File: src/rtl/gb_frame_scaler.sv
// gb_frame_scaler
//
// Sits behind the 858x525 HDMI timing generator. It follows the active-pixel
// position using the generator's strobes, reads the 160x144 GameBoy
// framebuffer (2-bit shades), and upscales the picture 3x into a 480x432
// window centred in the 720x480 active area. Pixels outside the window are
// black border. The pixel data leaves together with copies of
// hsync/vsync/de that are delayed by the same amount, so that the
// TMDS/output stage receives them aligned.
//
// Latency from an input sample to the matching output is RD_LAT+2 cycles,
// the same for every output:
//   stage 1        fb_addr / fb_rd_en registered
//   RD_LAT cycles  framebuffer read
//   output stage   data / hsync / vsync / de registered
//
// Ports
//   clk       in   pixel clock
//   rst       in   synchronous, active-high reset
//   hsync_in  in   timing generator hsync, active low
//   vsync_in  in   timing generator vsync, active low
//   de_in     in   timing generator active-video strobe
//   fb_rd_en  out  framebuffer read enable
//   fb_addr   out  framebuffer address, gb_y*GB_W + gb_x
//   fb_data   in   shade returned RD_LAT cycles after fb_addr/fb_rd_en
//   hsync     out  delayed hsync_in
//   vsync     out  delayed vsync_in
//   de        out  delayed de_in
//   data      out  {R[11:0], G[11:0], B[11:0]}

module gb_frame_scaler #(
   parameter int GB_W   = 160,
   parameter int GB_H   = 144,
   parameter int SCALE  = 3,
   parameter int H_OFF  = 120,
   parameter int V_OFF  = 24,
   parameter int RD_LAT = 2
) (
   input  logic        clk,
   input  logic        rst,
   input  logic        hsync_in,
   input  logic        vsync_in,
   input  logic        de_in,
   output logic        fb_rd_en,
   output logic [14:0] fb_addr,
   input  logic [1:0]  fb_data,
   output logic        hsync,
   output logic        vsync,
   output logic        de,
   output logic [35:0] data
);

   localparam int SW  = (SCALE > 1) ? $clog2(SCALE) : 1;
   localparam int GXW = $clog2(GB_W + 1);
   localparam int GYW = $clog2(GB_H + 1);

   localparam logic [9:0]     CNT_MAX   = 10'd1023;
   localparam logic [9:0]     X_LO      = 10'(H_OFF);
   localparam logic [9:0]     X_HI      = 10'(H_OFF + GB_W * SCALE);
   localparam logic [9:0]     Y_LO      = 10'(V_OFF);
   localparam logic [9:0]     Y_HI      = 10'(V_OFF + GB_H * SCALE);
   localparam logic [SW-1:0]  SUB_LAST  = SW'(SCALE - 1);
   localparam logic [14:0]    ROW_STEP  = 15'(GB_W);
   localparam logic [14:0]    ADDR_LAST = 15'(GB_W * GB_H - 1);
   localparam logic [GYW-1:0] GY_END    = GYW'(GB_H);

   // input edge detection and position tracking
   logic            de_q;
   logic            vs_q;
   logic            de_fall;
   logic            vs_fall;
   logic [9:0]      act_x;
   logic [9:0]      act_y;
   logic            locked;

   // framebuffer address generation
   logic [SW-1:0]   x_sub;
   logic [SW-1:0]   y_sub;
   logic [GXW-1:0]  gb_x;
   logic [GYW-1:0]  gb_y;
   logic [14:0]     row_base;

   logic            h_in;
   logic            v_in;
   logic            win;
   logic [14:0]     addr_nxt;
   logic            rd_nxt;

   // Delay lines. Index 0 holds stage 1 and index RD_LAT lines up with fb_data.
   logic [RD_LAT:0] hs_dl;
   logic [RD_LAT:0] vs_dl;
   logic [RD_LAT:0] de_dl;
   logic [RD_LAT:0] win_dl;

   logic [11:0]     lvl;

   always_comb begin
      de_fall  = de_q & ~de_in;
      vs_fall  = vs_q & ~vsync_in;
      h_in     = (act_x >= X_LO) && (act_x < X_HI);
      v_in     = (act_y >= Y_LO) && (act_y < Y_HI);
      win      = locked & de_in & h_in & v_in;
      addr_nxt = row_base + 15'(gb_x);
      // The window bounds already keep the address in range. This guard makes
      // sure no read can leave the framebuffer even if the strobes misbehave.
      rd_nxt   = win && (gb_y < GY_END) && (addr_nxt <= ADDR_LAST);
   end

   // act_x counts the de cycles of the current line. act_y counts completed
   // lines since the last vsync fall. Both saturate so that junk timing can
   // never wrap them back into the window.
   always_ff @(posedge clk) begin
      if (rst) begin
         de_q   <= 1'b0;
         vs_q   <= 1'b1;
         act_x  <= '0;
         act_y  <= '0;
         locked <= 1'b0;
      end else begin
         de_q <= de_in;
         vs_q <= vsync_in;

         if (!de_in)
            act_x <= '0;
         else if (act_x != CNT_MAX)
            act_x <= act_x + 10'd1;

         if (vs_fall)
            act_y <= '0;
         else if (de_fall && (act_y != CNT_MAX))
            act_y <= act_y + 10'd1;

         if (vs_fall)
            locked <= 1'b1;
      end
   end

   // Address walk with no multiplier: x_sub/y_sub repeat every GB pixel
   // SCALE times, and row_base steps by GB_W once per SCALE lines.
   always_ff @(posedge clk) begin
      if (rst) begin
         x_sub    <= '0;
         gb_x     <= '0;
         y_sub    <= '0;
         gb_y     <= '0;
         row_base <= '0;
      end else begin
         if (vs_fall || de_fall) begin
            x_sub <= '0;
            gb_x  <= '0;
         end else if (win) begin
            if (x_sub == SUB_LAST) begin
               x_sub <= '0;
               gb_x  <= gb_x + GXW'(1);
            end else begin
               x_sub <= x_sub + SW'(1);
            end
         end

         if (vs_fall) begin
            y_sub    <= '0;
            gb_y     <= '0;
            row_base <= '0;
         end else if (de_fall && v_in) begin
            if (y_sub == SUB_LAST) begin
               y_sub    <= '0;
               gb_y     <= gb_y + GYW'(1);
               row_base <= row_base + ROW_STEP;
            end else begin
               y_sub <= y_sub + SW'(1);
            end
         end
      end
   end

   // stage 1: framebuffer request
   always_ff @(posedge clk) begin
      if (rst) begin
         fb_rd_en <= 1'b0;
         fb_addr  <= '0;
      end else begin
         fb_rd_en <= rd_nxt;
         fb_addr  <= rd_nxt ? addr_nxt : 15'd0;
      end
   end

   // The sync and de delay lines reset to idle (syncs high, de low), so a
   // reset also flushes every pixel that is still in flight.
   always_ff @(posedge clk) begin
      if (rst) begin
         hs_dl  <= '1;
         vs_dl  <= '1;
         de_dl  <= '0;
         win_dl <= '0;
      end else begin
         hs_dl  <= {hs_dl[RD_LAT-1:0], hsync_in};
         vs_dl  <= {vs_dl[RD_LAT-1:0], vsync_in};
         de_dl  <= {de_dl[RD_LAT-1:0], de_in};
         win_dl <= {win_dl[RD_LAT-1:0], rd_nxt};
      end
   end

   // grey palette: shade 0 is the lightest
   always_comb begin
      lvl = 12'h000;
      case (fb_data)
         2'd0:    lvl = 12'hFFF;
         2'd1:    lvl = 12'hAAA;
         2'd2:    lvl = 12'h555;
         default: lvl = 12'h000;
      endcase
   end

   // output stage
   always_ff @(posedge clk) begin
      if (rst) begin
         hsync <= 1'b1;
         vsync <= 1'b1;
         de    <= 1'b0;
         data  <= '0;
      end else begin
         hsync <= hs_dl[RD_LAT];
         vsync <= vs_dl[RD_LAT];
         de    <= de_dl[RD_LAT];
         if (de_dl[RD_LAT] && win_dl[RD_LAT])
            data <= {lvl, lvl, lvl};
         else
            data <= '0;
      end
   end

endmodule

File: config.mk
export PLATFORM = sky130hd
export DESIGN_NAME = gb_frame_scaler
export DESIGN_NICKNAME = d
export VERILOG_FILES = /design/src/rtl/gb_frame_scaler.sv
export SDC_FILE = /design/constraint.sdc
export NUM_CORES = 1
export LEC_CHECK = 0
export BUFFER_PORTS_ARGS = -buffer_cell sky130_fd_sc_hd__buf_2
export CORE_AREA = 2 2 89 91
export DETAILED_ROUTE_END_ITERATION = 8
export DIE_AREA = 0 0 91 93
export GPL_ROUTABILITY_DRIVEN = 1
export PLACE_DENSITY = 0.79
export SYNTH_ARGS = -nofsm -noshare
export SYNTH_HDL_FRONTEND = slang
export SYNTH_SLANG_ARGS = --single-unit
File: constraint.sdc
create_clock -name clk -period 6.1 [get_ports clk]
set_input_delay 1.22 -clock clk [delete_from_list [all_inputs] [get_ports clk]]
set_output_delay 1.22 -clock clk [all_outputs]
set_load 0.01 [all_outputs]
==> results of run 1 <==
metrics by stage:
stage	power [mW]	setup slack, ns	util, %
final	0.9689	3.364	56.91
after global routing	1.007	3.164	56.91
after CTS	0.9786	3.373	56.91
after detailed placement	0.5788	3.098	54.19
after global placement	0.5782	3.105	54.19
after floorplan	0.5727	3.622	-
cell families after synthesis:
logic type                 Yosys count  synth area share (%)
xor gates and xnor gates            34                 7.527
DFF                                 83                 42.00
muxes                                1                0.2530
and+or+nand+nor                    188                 26.53
AOI/OAI and AO/OA                   64                 10.94
adders and majority gates           11                 3.669
buffers and inverters               60                 9.076
critical path, cell delays in order, from the launching register on:
cell and delay (ns):
dfxtp_1 0.37, or3_4 0.41, a221oi_4 0.71, nand3_2 0.41, or4_1 0.60, a21oi_1 0.15
synthesized netlist by cell type, drive strengths merged, types with 9 or more instances:
cell type  count  share of area, %
a21oi         22               2.8
and3          11               1.7
buf           39               7.1
clkbuf        12               1.1
dfxtp         83                42
ha            10               3.2
inv            9              0.85
nand2         30               2.8
nand3         25               3.4
nand4         12               1.9
nor2          42               4.0
nor4          11               2.4
o21ai         10               1.3
or2            9               1.4
xor2          26               5.8
layout make-up:
class | count | area, um^2
Clock buffer | 9 | 123.9
Multi-Input combinational cell | 298 | 1936
Timing Repair Buffer | 63 | 320.3
Tap cell | 102 | 127.6
Inverter | 9 | 33.78
Fill cell | 675 | 3243
Clock inverter | 7 | 81.33
Sequential cell | 83 | 1662
state kept, by name (all words and copies together) (netlist names), 2 cells and up:
name / count
fb_addr: 15
act_x: 10
act_y: 10
row_base: 10
gb_x: 8
gb_y: 8
de_dl: 3
hs_dl: 3
vs_dl: 3
win_dl: 3
data: 2
x_sub: 2
y_sub: 2
layer usage:
| layer | up-vias | GRT usage (%) | share of wire, % |
|---|---|---|---|
| li1 | 1570 | - | - |
| met1 | 1456 | 21.32 | 47 |
| met2 | 66 | 28.02 | 48 |
| met3 | 13 | 3.868 | 3.8 |
| met4 | 0 | 8.460 | 2.0 |
| met5 | - | 0 | 0 |
report_power, final:
part / switching (mW) / internal, mW
combinational: 0.0123 / 0.00601
clock: 0.208 / 0.195
sequential: 0.00206 / 0.545
total: 0.223 / 0.746
worst max path at each step:
stage                  endpoint  slack [ns]  cells after the start
floorplan           fb_addr[10]        3.62                      8
global placement        gb_y[7]        3.11                      5
detailed placement      gb_y[7]        3.10                      5
CTS                     gb_x[4]        3.37                      5
global route            gb_x[3]        3.16                      5
finish                  gb_x[3]        3.36                      5
==> impl_metrics.ini, run 1 <==
[critical_path]
crit_path_start_kind = flip-flop
critPathMaxFanout = 19
crit_start = act_y[3]
r2r_slack_ns = 3.36
timing.rr.end = gb_x[3]
critPathCaptureType = flip-flop
crit_type = flip-flop to flip-flop
r2r_cells = 5
timing.rr.start = act_y[3]
cp_data_required_time_ns = 6.37
crit_arrival_ns = 3.01

[die]
rows = 32
die_width_um = 91
die_h_um = 93
core_um2 = 7527
die_area_um2 = 8463
ios = 62
start_util_pct = 52.56

[layout]
syn_to_final_growth_pct = 8.286
final_cell_mix = dfxtp_1, buf_2, nor2_1
finalNonFillerCells = 571
num_antenna_cells = 0
final_area_um2 = 4284
fin_nets = 482
final_common_cell = dfxtp_1
drive_gt1_share_pct = 20.90

[clock_network]
cts_hold_buf = 0
root_buffer = clkbuf_8
clk-insertion-delay-late_ns = 0.35
clk_path_buf_depth = 2
cts_sinks = 83
cts_tree = yes
cts_buffers = 9
cts_resized = 0
cts_max_level = 3
cts.clk_slew.worst_paths_ns = 0.09
post_cts_buffers = 0

[timing]
max_slew_margin_pct = 35.39
grt_setup_unrepaired = false
period_needed_ns = 2.736
maxSlewViolCount = 0
skew_ns = 0.01218
hold_slack_ns = 0.4115
worst_pin_slew_ns = 0.9668
finalCritPeriodShare_pct = 44.86
finalHoldViolCount = 0
finalSetupTns_ns = 0
fmax_ghz = 0.3654
final-setup-viol-count = 0

[global_route]
antenna_found_initial = 0
grt-ovfl-total = 0
grt_pass1_wl_um = 12080
grt_usage_pct = 17.11
grt_pass1_vias = 2763
grt_max_degree = 32

[yosys]
synth_area_um2 = 3956
yosysWarnings = 0
synth.avg_cell_area_um2 = 8.971
synth-seq-area-share_pct = 42.00
yosys.cell_types.count = 53
synth_cells = 441
syn_nets = 459
ys_seq_elements = 83
synth_edf_count = 0
async_reset_ff_share_pct = 0
synth_top_flop_cell = dfxtp_1

[min_path]
whs_path_depth = 1
hp-class = flip-flop to flip-flop
hp-start = vs_dl[1]
hold-path-endpoint = vs_dl[2]

[run]
cap_violations = 0

[placement]
placed_cells = 555
gp_congestion = 0.9108
dpl.hpwl_um = 4944
dpl_cell_area_um2 = 4079
portBuffers = 61

[routing]
via_count = 3105
drtIter0Drc = 120
vias_per_cell = 5.438
drcViolationCount = 0
finalWirelength_um = 7084
route.antenna.remaining_nets = 0
wire_per_inst_um = 12.41
first_pass_iters = 4

[power]
leakagePower_nw = 1.718
powerDensity_nw_per_um2 = 226.2
vdd_ir_drop_max_uv = 109.2

[run_status]
status = finished clean
Power figures use the tool's default switching activity.
==> run 2, diff against run 1 <==
- ABC_AREA: unset -> 1
- CORE_AREA: 2 2 89 91 -> 2 2 91 93
- DIE_AREA: 0 0 91 93 -> 0 0 93 95
- PLACE_DENSITY: 0.79 -> 0.78
- clock period: 6.1 -> 2.8 ns (I/O delays scaled with it)
==> impl_metrics.ini, run 2 <==
[yosys]
synth-seq-area-share_pct = 40.64
yosys.cell_types.count = 38
synth_cells = 537
yosysMostFrequentCell = nand2_1
synth.avg_cell_area_um2 = 7.614
yosysWarnings = 0
synth_top_area_cell = dfxtp_1
synth_top_area_share_pct = 40.64
synth.top_cells.by_area = dfxtp_1, nand2_1, buf_4
async_reset_ff_share_pct = 0
synth_edf_count = 0
ys_seq_elements = 83
syn_nets = 555
synth_area_um2 = 4089
synth_top_flop_cell = dfxtp_1
synth_commonest_cells = nand2_1, dfxtp_1, inv_1

[layout]
fin_nets = 585
top_register = fb_addr
drive_gt1_share_pct = 22.03
final_common_cell = nand2_1
num_antenna_cells = 0
finalNonFillerCells = 677
final_cell_mix = nand2_1, dfxtp_1, inv_1
syn_to_final_growth_pct = 7.834
largest_reg_flops = 15

[timing]
worst_pin_slew_ns = 0.4415
maxSlewViolCount = 0
skew_ns = 0.009493
finalHoldViolCount = 0
max_slew_margin_pct = 70.49
finalSetupTns_ns = 0
period_needed_ns = 2.138
grt_setup_unrepaired = false
finalCritPeriodShare_pct = 76.36
final-setup-viol-count = 0
fmax_ghz = 0.4677

[clock_network]
cts.clk_slew.worst_paths_ns = 0.08
cts_max_level = 3
root_buffer = clkbuf_8
post_cts_buffers = 0
cts_sinks = 83
clk-insertion-delay-late_ns = 0.35
cts_hold_buf = 0
clk_path_buf_depth = 2
cts_resized = 0
cts_buffers = 9
cts_tree = yes

[die]
core_um2 = 7928
ios = 62
die_width_um = 93
die_h_um = 95
rows = 33
start_util_pct = 51.58
die_area_um2 = 8835

[critical_path]
cp_data_required_time_ns = 3.09
timing.rr.end = fb_addr[3]
critPathMaxFanout = 15
r2r_slack_ns = 0.66
critPathCaptureType = flip-flop
crit_type = flip-flop to flip-flop
timing.rr.start = row_base[5]
r2r_cells = 12
crit_arrival_ns = 2.43
crit_path_start_kind = flip-flop

[routing]
route.antenna.remaining_nets = 0
wire_per_inst_um = 10.73
drcViolationCount = 0
finalWirelength_um = 7263
vias_per_cell = 4.895
drtIter0Drc = 137
via_count = 3314
first_pass_iters = 4

[global_route]
grt_pass1_wl_um = 12230
grt_usage_pct = 17.30
grt_pass1_vias = 2900
grt_max_degree = 20
grt-ovfl-total = 0
antenna_found_initial = 0

[min_path]
whs_path_depth = 2
hp-start = fb_data[0]
hp-class = input port to flip-flop
hold-path-endpoint = data[34]

[run]
cap_violations = 0

[placement]
portBuffers = 61
placed_cells = 661
dpl.hpwl_um = 5278
gp_congestion = 0.8498

[power]
leakagePower_nw = 1.866
vdd_ir_drop_max_uv = 284.7
powerDensity_nw_per_um2 = 471.1

[run_status]
status = finished clean
## run 2: cell count changes after synthesis, sizes merged, moves of 9 or more
cell    before  now
nand2       30  102
inv          9   76
nor2        42   73
o21ai       10   27
a21oi       22   35
xor2        26   16
clkbuf      12    3
## run 2: metal layers
| layer | track usage (%) | routed length (um) | vias to the layer above |
|---|---|---|---|
| li1 | - | - | 1726 |
| met4 | 6.863 | 97 | 0 |
| met3 | 4.549 | 400 | 9 |
| met2 | 29.95 | 3412 | 81 |
| met1 | 20.49 | 3351 | 1498 |
| met5 | 0 | 0 | - |
## run 2: stage by stage
step | utilization (%) | power [mW] | worst slack [ns] | hold slack [ns] | area, um^2
floorplan | - | 1.256 | 0.8275 | 0.3883 | 4089
global placement | 53.17 | 1.270 | 0.7700 | 0.3930 | 4215
detailed placement | 53.17 | 1.272 | 0.6983 | 0.3941 | 4215
CTS | 55.62 | 2.097 | 0.6665 | 0.3555 | 4409
global route | 55.62 | 2.151 | 0.4193 | 0.3513 | 4409
finish | 55.62 | 2.077 | 0.6618 | 0.3638 | 4409
## run 2: report_power, final
group	total (mW)	switching, mW	internal, mW	leakage, nW
Combinational	0.0510	0.0354	0.0156	1.11
Sequential	1.19	0.00389	1.19	0.671
Clock	0.834	0.422	0.412	0.0885
## run 2: worst max path at each step
stage / start / end
final: row_base[5] / fb_addr[3]
after global placement: gb_x[5] / fb_addr[13]
after CTS: row_base[5] / fb_addr[3]
after global routing: row_base[5] / fb_addr[0]
after detailed placement: gb_x[5] / fb_addr[12]
after floorplan: gb_x[5] / fb_addr[2]
## run 2: final cells by class
type | count | area (um^2)
Tap cell | 105 | 131.4
Clock buffer | 10 | 127.6
Multi-Input combinational cell | 335 | 1824
Inverter | 76 | 285.3
Sequential cell | 83 | 1662
Fill cell | 716 | 3518
Clock inverter | 6 | 66.31
Timing Repair Buffer | 62 | 312.8
## run 2: cell families (layout without fill, tap and decap cells)
group | count (synthesis) | in the layout | synth area share, %
adders and majority gates | 11 | 11 | 3.550
xor gates and xnor gates | 16 | 16 | 3.611
AOI/OAI and AO/OA | 71 | 71 | 9.149
DFF | 83 | 83 | 40.64
and+or+nand+nor | 237 | 237 | 28.30
buffers and inverters | 119 | 154 | 14.75
## run 2: worst max-delay path, stage by stage (launching register included)
cell	delay, ns
dfxtp_1	0.37
ha_1	0.24
fa_1	0.41
nand2_1	0.08
nand2_1	0.05
nand2_1	0.08
inv_1	0.07
nand2_1	0.08
xor2_1	0.27
nand2_2	0.09
nand2_2	0.08
nand2_4	0.13
nor2_2	0.12
==> run 3, diff against run 2 <==
- CORE_AREA: 2 2 91 93 -> 2 2 93 95
- DIE_AREA: 0 0 93 95 -> 0 0 95 97
- clock period: 2.8 -> 1.9 ns (I/O delays scaled with it)
==> impl_metrics.ini, run 3 (same netlist as run 2, synthesis figures left out) <==
[power]
leakagePower_nw = 1.967
vdd_ir_drop_max_uv = 290.8
total_power_mw = 3.172
powerDensity_nw_per_um2 = 684.9

[critical_path]
timing.rr.start = row_base[5]
r2r_slack_ns = -0.009
critPathMaxFanout = 8
crit_start = row_base[5]
critPathCaptureType = flip-flop
timing.rr.end = fb_addr[13]
crit_type = flip-flop to flip-flop
cp_data_required_time_ns = 2.16
crit_arrival_ns = 2.17
crit_path_start_kind = flip-flop
crit_end = fb_addr[13]
r2r_cells = 14

[timing]
finalHoldViolCount = 0
period_needed_ns = 1.909
finalCritPeriodShare_pct = 100.5
fmax_ghz = 0.5238
skew_ns = 0.01011
final-setup-viol-count = 3
fin_ws_ns = -0.009306
grt_setup_unrepaired = true
max_slew_margin_pct = 72.53
maxSlewViolCount = 0
worst_pin_slew_ns = 0.4105

[layout]
fillers = 713
finalNonFillerCells = 691
syn_to_final_growth_pct = 13.28
drive_gt1_share_pct = 26.28
num_antenna_cells = 0
top_register = fb_addr
final_core_util_pct = 56.95
regArea_um2 = 1664
final_area_um2 = 4632
final_cell_mix = nand2_1, dfxtp_1, inv_1
fin_nets = 599
final_common_cell = nand2_1
largest_reg_flops = 15
multi_input_area_um2 = 1918

[die]
die_area_um2 = 9215
ios = 62
die_h_um = 97
core_um2 = 8134
die_width_um = 95
start_util_pct = 50.27
rows = 33

[clock_network]
clk-insertion-delay-late_ns = 0.36
cts.clk_slew.worst_paths_ns = 0.09
cts_sinks = 83
cts_tree = yes
cts_max_level = 3
root_buffer = clkbuf_8
cts_buffers = 9
clk_path_buf_depth = 2

[min_path]
hp-class = input port to flip-flop

[run]
cap_violations = 0

[global_route]
grt_pass1_vias = 3172
grt_max_degree = 20
grt_pass1_wl_um = 13600
antenna_found_initial = 0
grt_usage_pct = 18.23
grt-ovfl-total = 0

[routing]
route.antenna.remaining_nets = 0
via_count = 3420
drcViolationCount = 0
first_pass_iters = 4
finalWirelength_um = 7869
vias_per_cell = 4.949
drtIter0Drc = 187
wire_per_inst_um = 11.39

[placement]
placed_cells = 672
dpl_cell_area_um2 = 4323
gp_congestion = 0.8689
portBuffers = 61
dp_slack_ns = -0.03723
dpl.hpwl_um = 5671

[run_status]
failed_checks = setup timing
status = finished with violations
-- run 3: cell count changes in the layout (fill, tap and decap cells not counted), sizes merged --
cell	delta
nand2	+1
clkinvlp	-2
inv	+2
buf	+13
-- run 3: metrics by stage --
step / hold slack (ns) / setup TNS [ns]
floorplan: 0.3883 / 0
global placement: 0.3902 / 0
detailed placement: 0.3957 / -0.2321
CTS: 0.1672 / -0.05162
global route: 0.1752 / -2.270
finish: 0.1689 / -0.01697
-- run 3: area by class of cell --
cell class | count | area share, %
clock inverter | 6 | 1.567
multi-input combinational | 336 | 41.41
timing repair buffer | 75 | 9.130
sequential | 83 | 35.93
clock buffer | 10 | 2.971
tap | 105 | 2.836
inverter | 76 | 6.159
-- run 3: repair_timing --
item | CTS | global route
buffers inserted | 1 | 1
endpoints found under the setup margin | 15 | 16
hold buffers | 0 | 0
cloned | 1 | 0
resized for setup | 10 | 5
hold endpoints to repair | 0 | 0
pin swaps | 5 | 4
-- run 3: worst min path at each step --
stage,depth (start not counted),startpoint,to
5_1_grt,2,fb_data[1],data[33]
6_report,2,fb_data[1],data[33]
2_1_floorplan,2,de_dl[1],de_dl[2]
4_1_cts,2,fb_data[1],data[33]
3_5_place_dp,2,win_dl[1],win_dl[2]
3_3_place_gp,2,de_dl[1],de_dl[2]
-- run 3: worst max-delay path, stage by stage (launching register included) --
cell and delay, ns:
dfxtp_2 0.34, ha_4 0.16, fa_2 0.36, nand2_1 0.06, nand2_1 0.06, nand2_2 0.07, inv_2 0.05, nand3_1 0.06
nand2_1 0.09, nor2_2 0.13, nand2_2 0.07, nand2_2 0.07, nand2_4 0.09, nand2_8 0.13, nor2_1 0.05
-- run 3: metal layers --
| layer | global-route usage, % | wire length (um) |
|---|---|---|
| met2 | 31.15 | 3851 |
| met3 | 2.570 | 402 |
| met5 | 0 | 0 |
| met4 | 8.361 | 114 |
| met1 | 22.32 | 3501 |
-- run 3: where the power goes --
group          switching [mW]  internal (mW)  total (mW)  leakage (nW)
registers             0.00622           1.75        1.76         0.672
logic                  0.0537         0.0281      0.0818          1.19
clock network           0.676          0.657        1.33         0.103
